**src/rtl/fetch_unit_pkg.sv**
```systemverilog
`default_nettype none
// ============================================================================
//  Module : fetch_unit_pkg
//  Brief  : Shared constants for the instruction-fetch stage (FSM encoding,
//           reset vector default, word arithmetic helpers).
//  Rev    : 1.0  initial release
// ============================================================================
package fetch_unit_pkg;

  // Fetch FSM encoding (2 bits)
  localparam logic [1:0] ST_IDLE    = 2'd0;
  localparam logic [1:0] ST_WAIT    = 2'd1;
  localparam logic [1:0] ST_DISCARD = 2'd2;

  localparam logic [31:0] RESET_VECTOR_DEFAULT = 32'h0000_0000;
  localparam logic [31:0] WORD_BYTES           = 32'd4;
  // Architectural R15 reads two instructions ahead of the executing one
  localparam logic [31:0] R15_OFFSET           = 32'd8;

  // Redirect targets are word aligned; low address bits are forced to zero
  function automatic logic [31:0] word_align(input logic [31:0] addr);
    return addr & ~32'h0000_0003;
  endfunction

endpackage
`default_nettype wire

```
**src/rtl/fetch_unit.sv**
```systemverilog
`default_nettype none
// ============================================================================
//  Module : fetch_unit
//  Brief  : Instruction-fetch stage. Owns the PC, issues one-outstanding reads
//           to instruction memory and hands fetched words to decode over a
//           valid/ready handshake. Redirects flush stale data and refetch.
//  Rev    : 1.0  initial release
// ============================================================================
module fetch_unit
  import fetch_unit_pkg::*;
#(
  parameter logic [31:0] RESET_VECTOR = RESET_VECTOR_DEFAULT,
  parameter int          INSTR_W      = 32
) (
  input  logic               CLK,
  input  logic               RESET,
  input  logic               PCSrc,
  input  logic [31:0]        BranchTarget,
  output logic               IMemReq,
  output logic [31:0]        IMemAddr,
  input  logic               IMemAck,
  input  logic [INSTR_W-1:0] IMemRData,
  output logic               InstrValid,
  input  logic               DecodeReady,
  output logic [INSTR_W-1:0] Instr,
  output logic [31:0]        InstrPC,
  output logic [31:0]        PCPlus8
);

  logic [1:0]         state_q,    state_d;
  logic [31:0]        pc_q,       pc_d;
  logic [31:0]        req_addr_q, req_addr_d;
  logic               valid_q,    valid_d;
  logic [INSTR_W-1:0] instr_q,    instr_d;
  logic [31:0]        ipc_q,      ipc_d;

  logic [31:0]        target_w;
  logic               out_free_w;

  assign target_w   = word_align(BranchTarget);
  // Output register is empty or is being drained by decode this cycle
  assign out_free_w = ~valid_q | DecodeReady;

  // Next-state logic: redirect beats ack, ack beats issue
  always_comb begin
    state_d    = state_q;
    pc_d       = pc_q;
    req_addr_d = req_addr_q;
    instr_d    = instr_q;
    ipc_d      = ipc_q;
    valid_d    = valid_q & ~DecodeReady;

    case (state_q)
      ST_IDLE: begin
        if (PCSrc) begin
          pc_d = target_w;
        end else if (out_free_w) begin
          req_addr_d = pc_q;
          pc_d       = pc_q + WORD_BYTES;
          state_d    = ST_WAIT;
        end
      end
      ST_WAIT: begin
        if (PCSrc) begin
          pc_d    = target_w;
          state_d = IMemAck ? ST_IDLE : ST_DISCARD;
        end else if (IMemAck) begin
          // Issue only happens with a free output register, so nothing is overwritten here
          instr_d = IMemRData;
          ipc_d   = req_addr_q;
          valid_d = 1'b1;
          state_d = ST_IDLE;
        end
      end
      ST_DISCARD: begin
        // Request address is held until memory completes the abandoned read
        if (PCSrc) begin
          pc_d = target_w;
        end
        if (IMemAck) begin
          state_d = ST_IDLE;
        end
      end
      default: begin
        state_d = ST_IDLE;
      end
    endcase

    // Redirect flushes whatever is in the output register
    if (PCSrc) begin
      valid_d = 1'b0;
    end
  end

  // State and datapath registers with asynchronous reset
  always_ff @(posedge CLK or posedge RESET) begin
    if (RESET) begin
      state_q    <= ST_IDLE;
      pc_q       <= RESET_VECTOR;
      req_addr_q <= 32'h0;
      valid_q    <= 1'b0;
      instr_q    <= '0;
      ipc_q      <= 32'h0;
    end else begin
      state_q    <= state_d;
      pc_q       <= pc_d;
      req_addr_q <= req_addr_d;
      valid_q    <= valid_d;
      instr_q    <= instr_d;
      ipc_q      <= ipc_d;
    end
  end

  assign IMemReq    = (state_q == ST_WAIT) | (state_q == ST_DISCARD);
  assign IMemAddr   = req_addr_q;
  assign InstrValid = valid_q;
  assign Instr      = instr_q;
  assign InstrPC    = ipc_q;
  assign PCPlus8    = ipc_q + R15_OFFSET;

endmodule
`default_nettype wire

```
**config.mk**
```make
export PLATFORM = sky130hd
export DESIGN_NAME = fetch_unit
export DESIGN_NICKNAME = d
export VERILOG_FILES = /design/src/rtl/fetch_unit_pkg.sv /design/src/rtl/fetch_unit.sv
export SDC_FILE = /design/constraint.sdc
export NUM_CORES = 1
export LEC_CHECK = 0
export BUFFER_PORTS_ARGS = -buffer_cell sky130_fd_sc_hd__buf_2
export CELL_PAD_IN_SITES_DETAIL_PLACEMENT = 1
export CELL_PAD_IN_SITES_GLOBAL_PLACEMENT = 2
export CORE_UTILIZATION = 32
export CTS_BUF_LIST = sky130_fd_sc_hd__clkbuf_4 sky130_fd_sc_hd__clkbuf_8
export DETAILED_ROUTE_END_ITERATION = 6
export MAX_ROUTING_LAYER = met4
export PLACE_DENSITY_LB_ADDON = 0.1
export SLEW_MARGIN = 20
export SYNTH_ARGS = -nofsm -noshare
export SYNTH_HDL_FRONTEND = slang
export SYNTH_SLANG_ARGS = --single-unit
```
**constraint.sdc**
```tcl
create_clock -name CLK -period 4.95 [get_ports CLK]
set_clock_uncertainty 0.05 [all_clocks]
set_input_delay 0.99 -clock CLK [delete_from_list [all_inputs] [get_ports CLK]]
set_output_delay 0.99 -clock CLK [all_outputs]
set_load 0.005 [all_outputs]
```
Yosys cells after proc, flatten, opt, wreduce, memory -nomap -nowiden. Index checks and enable logic that the tools add are counted.

$add $sub $neg: 2. Equal/unequal tests: 6. Mux-type cells: 13. Bitwise operators: 6. Reduce and logical (&&, ||, !) cells: 7.

Operators with widths (number): 32-bit two-way mux (3); 32-bit one-hot mux with 2 select lines (1); 32-bit by 3-bit adder with 32-bit output, second input constant (1); 32-bit by 4-bit adder with 32-bit output, second input constant (1); 2-bit two-way mux (5); 3-bit AND reduction (3); 2-bit one-hot mux with 3 select lines (1); 2-bit inequality test, second input constant (2); 1-bit two-way mux (3); 3-bit inequality test, second input constant (1); 1-bit NOT (3); 2-bit by 1-bit == test with 1-bit output, second input constant (1); 2-bit == test, second input constant (1); 2-bit zero test (1); 2-bit by 1-bit inequality test with 1-bit output, second input constant (1); 1-bit OR (2); 2-bit AND reduction (1); 2-bit nonzero test (1); 2-bit OR reduction (1); 1-bit bitwise AND (1).

Register bits after elaboration: 131. Input bits: 69. Output and inout bits: 130. Word-level logic and storage cells: 40.

Longest topological paths before layout. Gate-level depths: netlist (run 1).

Word-level depth: 5. Mapped depth: 9. Mapped depth without buffers: 7.

Worst setup path before layout (run 1). Ideal clock, no wire load.

Kind: register to output. Start: register ipc_q[6], in the netlist InstrPC[6]. End: output port PCPlus8[30]. Arrival time: 1.770 ns. Data required time: 3.910 ns. Slack: 2.140 ns. Cell stages (with the launch flop): 6. Buffers on the path: 0. Path through: dfrtp_1 -> nand4_2 -> or4_4 -> nor4_4 -> nand2b_1 -> xnor2_1.

Word-level cells in the longest chain between the ends: 1.

RTL lines: start, declared (RTL line fetch_unit.sv:35) `logic [31:0] ipc_q, ipc_d;`; start signal, assigned (RTL line fetch_unit.sv:110) `ipc_q <= ipc_d;`; 32-bit by 4-bit adder with 32-bit output (RTL line fetch_unit.sv:119) `assign PCPlus8 = ipc_q + R15_OFFSET;`; end, declared (RTL line fetch_unit.sv:27) `output logic [31:0] PCPlus8`.

No other way between the ends.

Worst setup path in the final report (run 1).
Start: register ipc_q[5], in the netlist InstrPC[5]. End: output port PCPlus8[14].

Same word-level chain as after synthesis.

==> results.cfg, run 1 <==
[clock_network]
cts-hold-fix-buffers = 0
numCtsBuffers = 17
clkLatencyLatePin_ps = 440
postCtsResizedCells = 0
cts_setup_buffers = 0
cts_sinks = 125
cts_tree = yes
clock_path_buffers = 2
ctsRootBufferMaster = clkbuf_8
htreeDepth = 4
clkTransAtPathRegs_ps = 80

[synth]
ys_seq_area_share_pct = 51.1
yosys_warnings = 0
synth-seq-cells = 125
synth_cells = 556
synth_edf_count = 0
async_flop_share_pct = 100
synth_area_sq_um = 6120
synth-main-ff-cell = dfrtp_1
syn_avg_cell_area_sq_um = 11.0
ys_types = 48

[final_layout]
design_area_sq_um = 7720
layout_common_cells = buf_2 (190), dfrtp_1 (125), mux2_2 (92), nand2_1 (51), a21oi_1 (39)
layout.nets = 818
final_layout_size_suffix_gt1_share_pct = 44.6
multi_input_area_sq_um = 2820
fillers = 2132
final_common_cell = buf_2
areaGrowthSynthToFinish_pct = 26.3
diodes = 0
seq_area_sq_um = 3130

[worst_setup_path]
start_kind = flip-flop
crit_start = InstrPC[5]
r2r_setup_slack_ps = 2420
crit_fanout = 6
reg2reg_to = pc_q[31]
critPathKind = flip-flop to output pin
crit_chain = nand3_1 -> nor3_1 -> nand3_1 -> xnor2_1 -> buf_2
worstSetupEndpoint = PCPlus8[14]
cp_slowest_cell = nor3_1
crit_top_cell = nand3_1
reg2reg_depth = 7
crit_arrival_ps = 2530
cpPeakStageDelay_ps = 740
critPathRequiredTime_ps = 3910
worst_setup_path_end_kind = output pin
r2r_start = state_q[0]

[sta]
setup_tns_ps = 0
slew_violations = 0
final.min_clock_period_ps = 3570
hold_viol = 0
relSlewSlack_pct = 42.1
tightest_slew_ps = 869
setup_viol = 0
period_share_pct = 72.2
fmax_mhz = 280
rsz0062_at_grt = false

[drt]
routed_via_density = 5.05
finalWirelength_um = 18200
via_count = 5003
wire_per_inst_um = 18.3
firstDrtPassIters = 4
ant_nets = 0
drcViolationCount = 0
drtIter0Drc = 155

[floorplan]
dieArea_sq_um = 19700
die_h_um = 140
row_count = 50
start_util_pct = 32.7
io_pins = 199
fp.dieW_um = 140
core_sq_um = 18700

[run]
cap_violations = 0

[grt]
antenna_found_initial = 0
grt_max_degree = 69
grt_pass1_vias = 5297
track_usage_pct = 20.1
grt-ovfl-total = 0
grt_pass1_wl_um = 29500

[placed_design]
dp.final_hpwl_um = 13700
place_area_sq_um = 7300
gp_congestion = 0.808
port-buffer-count = 190

[hold_path]
hold_class = flip-flop to flip-flop
min_delay_path_depth = 1

[pwr]
powerDensity_nw_per_um2 = 676
max-vdd-ir-drop_mv = 0.205
p_leak_nw = 3.46

[outcome]
status = finished clean
-- sequential cells by signal, summed over array words and instances, names as in the netlist --
signal,count
IMemAddr,30
Instr,32
InstrPC,30
InstrValid,1
pc_q,30
state_q,2
-- worst min-delay path by stage --
stage	from	end	slack, ps
4_1_cts	Instr[24]	Instr[24]	450
3_3_place_gp	Instr[12]	Instr[12]	430
3_5_place_dp	Instr[24]	Instr[24]	440
2_1_floorplan	pc_q[31]	IMemAddr[31]	450
5_1_grt	Instr[29]	Instr[29]	470
6_report	Instr[10]	Instr[10]	450
-- Yosys cell counts, types with 9 or more instances --
cell type	instances	area share, %
inv_1	9	0.55
dfrtp_1	125	51
clkbuf_1	25	1.5
nand2_1	52	3.2
xor2_1	11	1.6
xnor2_1	16	2.3
mux2_2	92	17
a21oi_1	39	3.2
o21ai_0	19	1.6
nor3_1	11	0.90
nand4_1	13	1.3
o22ai_1	12	1.2
and3_1	9	0.92
nor2_1	24	1.5
nand3_1	25	2.0
-- per-layer routing --
| layer | vias to the layer above | global-route usage, % | part of all wire (%) |
|---|---|---|---|
| met5 | - | - | 0 |
| met4 | 0 | 5.84 | 1.2 |
| met3 | 13 | 4.21 | 4.1 |
| met2 | 123 | 31.9 | 49 |
| met1 | 2488 | 25.8 | 46 |
| li1 | 2379 | - | - |
-- power by group --
part / switching [mW] / leakage, nW / internal, mW
clock: 0.426 / 0.195 / 0.527
combinational: 1.03 / 1.81 / 1.11
sequential: 0.588 / 1.46 / 1.54
-- cell families (layout without fill, tap and decap cells) --
family,Yosys count,in the layout,share of synthesized area [%]
AOI/OAI and AO/OA,92,92,9.08
xor gates and xnor gates,27,27,3.87
adders and majority gates,6,6,1.23
buffers and inverters,45,240,3.42
DFF,125,125,51.1
muxes,93,93,17.1
other,1,6,0.0613
and+or+nand+nor,167,167,14.1
-- worst max-delay path: cells and delay by family (launching register included) --
family	cells	cell delay (ps)
XOR/XNOR	1	230
AND/OR/NAND/NOR	3	1270
flip-flops	1	440
buffers and inverters	1	150
-- per-stage QoR --
step / util (%) / power (mW) / instances / worst slack, ps / hold slack (ps)
6_report: 41.3 / 5.22 / 990 / 1380 / 452
3_5_place_dp: 39.0 / 4.33 / 958 / 1770 / 438
5_1_grt: 41.3 / 5.65 / 990 / 1080 / 466
2_1_floorplan: - / 3.28 / 561 / 582 / 445
4_1_cts: 41.3 / 5.30 / 990 / 1260 / 455
3_3_place_gp: 39.0 / 4.23 / 958 / 1760 / 431
-- layout make-up --
| class | count | share of cell area, % |
|---|---|---|
| inverters | 9 | 0.470 |
| clock buffers | 20 | 3.40 |
| flip-flops and latches | 125 | 40.5 |
| well taps | 234 | 3.79 |
| clock inverters | 12 | 2.09 |
| repair buffers | 199 | 13.2 |
| multi-input cells | 391 | 36.6 |
No activity file was read; power rests on OpenSTA's default activity.
==> run 2: changes to the inputs <==
Settings changed: CORE_UTILIZATION 32 to 29.
Clock period 4.95 ns to 2.9 ns, I/O delays scaled along.
==> run 2 against run 1 <==
Compared with the run above:
- the flow now finishes with violations (setup timing)
- critical path type unchanged
- global-route usage shrank 1.2 points
- via count rose by 2.1%
- critical endpoint is now PCPlus8[28]
- largest power group unchanged
- sequential share of layout area is 1.5 points lower
==> results.cfg, run 2 (same netlist as run 1, synthesis figures left out) <==
[final_layout]
layout_common_cells = buf_2 (190), dfrtp_1 (120), mux2_2 (92), nand2_1 (50), a21oi_1 (39)
instances_no_fill = 1052
final_layout_size_suffix_gt1_share_pct = 48.0
design_area_sq_um = 8050
layout.nets = 843
fillers = 2333
largest_register_ffs = 32
multi_input_area_sq_um = 2880
final_common_cell = buf_2
areaGrowthSynthToFinish_pct = 31.6
seq_area_sq_um = 3130

[clock_network]
ctsRootBufferMaster = clkbuf_8
clock_path_buffers = 2
clkTransAtPathRegs_ps = 80
numCtsBuffers = 17
cts_tree = yes
htreeDepth = 4
cts_sinks = 125
clkLatencyLatePin_ps = 450

[pwr]
powerDensity_nw_per_um2 = 1130
p_leak_nw = 3.60
max-vdd-ir-drop_mv = 0.389
p_total_mw = 9.10

[worst_setup_path]
worst_setup_path_end_kind = output pin
critPathRequiredTime_ps = 2270
cp_slowest_cell = or4_4
reg2reg_to = pc_q[31]
critPathKind = flip-flop to output pin
r2r_setup_slack_ps = 530
crit_fanout = 4
r2r_start = state_q[1]
start_kind = flip-flop
crit_chain = nand4_1 -> or4_4 -> nor4_4 -> nand2_1 -> xnor2_1 -> buf_2
reg2reg_depth = 7
cpPeakStageDelay_ps = 550
crit_arrival_ps = 2270

[drt]
finalWirelength_um = 19100
drtIter0Drc = 223
wl_met2_um = 9100
ant_nets = 0
wire_per_inst_um = 18.2
firstDrtPassIters = 4
wl_met3_um = 914
topRoutingLayerUsed = met4
via_count = 5106
met1_length_um = 8880
routed_via_density = 4.85
drcViolationCount = 0

[placed_design]
placed_cells_incl_taps = 1005
port-buffer-count = 190
place_area_sq_um = 7490
dp.final_hpwl_um = 14400
gp_congestion = 0.754
dp_slack_ps = 184

[sta]
hold_viol = 0
setup_viol = 1
fmax_mhz = 345
tightest_slew_ps = 698
slew_violations = 0
relSlewSlack_pct = 53.4
final.min_clock_period_ps = 2900
rsz0062_at_grt = true
setup_ws_ps = -0.920
period_share_pct = 100

[grt]
grt_pass1_vias = 5255
track_usage_pct = 18.8
grt-ovfl-total = 0
grt_pass1_wl_um = 30400
grt_max_degree = 55
antenna_found_initial = 1

[floorplan]
start_util_pct = 29.9
die_h_um = 147
fp.dieW_um = 147
dieArea_sq_um = 21700
row_count = 52
core_sq_um = 20400
io_pins = 199

[hold_path]
hold_class = primary input to async pin

[outcome]
status = finished with violations
violations = setup timing

[run]
cap_violations = 0
==> run 2: changes by cell type in the layout (fill, tap and decap cells not counted), sizes merged <==
| cell | change |
|---|---|
| clkinvlp | -2 |
| clkbuf | -2 |
| bufinv | -2 |
| clkinv | +6 |
| diode | +1 |
| buf | +25 |
==> run 2: through the flow <==
stage / hold WS [ps] / setup TNS (ps) / utilization [%]
finish: 176 / -0.920 / 39.4
global route: 188 / -796 / 39.4
CTS: 165 / -329 / 39.2
detailed placement: 438 / 0 / 36.7
global placement: 431 / 0 / 36.7
floorplan: 445 / 0 / -
==> run 2: how the worst max path moves through the flow <==
stage,from,end,slack [ps],depth (start not counted)
4_1_cts,InstrPC[20],PCPlus8[26],-100,6
3_5_place_dp,InstrPC[7],PCPlus8[26],180,6
3_3_place_gp,InstrPC[7],PCPlus8[28],220,6
2_1_floorplan,InstrPC[6],PCPlus8[30],500,5
6_report,InstrPC[18],PCPlus8[28],-0.9,6
5_1_grt,InstrPC[18],PCPlus8[28],-140,6
==> run 2: cell type report <==
type                            instances  share of cell area (%)
Tap cell                              270                    4.20
Clock inverter                         14                    1.68
Clock buffer                           18                    3.08
Inverter                                9                   0.466
Timing Repair Buffer                  224                    15.8
Sequential cell                       125                    39.0
Multi-Input combinational cell        391                    35.8
Antenna cell                            1                  0.0311
==> run 2: worst max-delay path, delay by kind of cell, from the launching register on <==
family / cells / cell delay (ps)
and+or+nand+nor: 4 / 1180
DFF: 1 / 370
xor gates and xnor gates: 1 / 140
buffers and inverters: 1 / 130
==> run 2: routing by layer <==
| layer | track usage (%) | vias to the layer above |
|---|---|---|
| li1 | - | 2436 |
| met1 | 24.4 | 2510 |
| met2 | 29.3 | 140 |
| met3 | 4.01 | 20 |
| met4 | 6.08 | 0 |
| met5 | - | - |
==> run 2: repair_timing <==
item / 4_1_cts / 5_1_grt
gates resized for setup: 9 / 7
hold endpoints to repair: 0 / 0
pin swaps: 4 / 4
hold buffers: 0 / 0
buffers inserted: 12 / 2
setup endpoints to repair: 9 / 9
==> run 2: where the power goes <==
group          switching, mW  total (mW)  internal (mW)
logic                   1.93        4.02           2.09
registers              0.950        3.59           2.64
clock network          0.777        1.49          0.714
total                   3.65        9.10           5.44
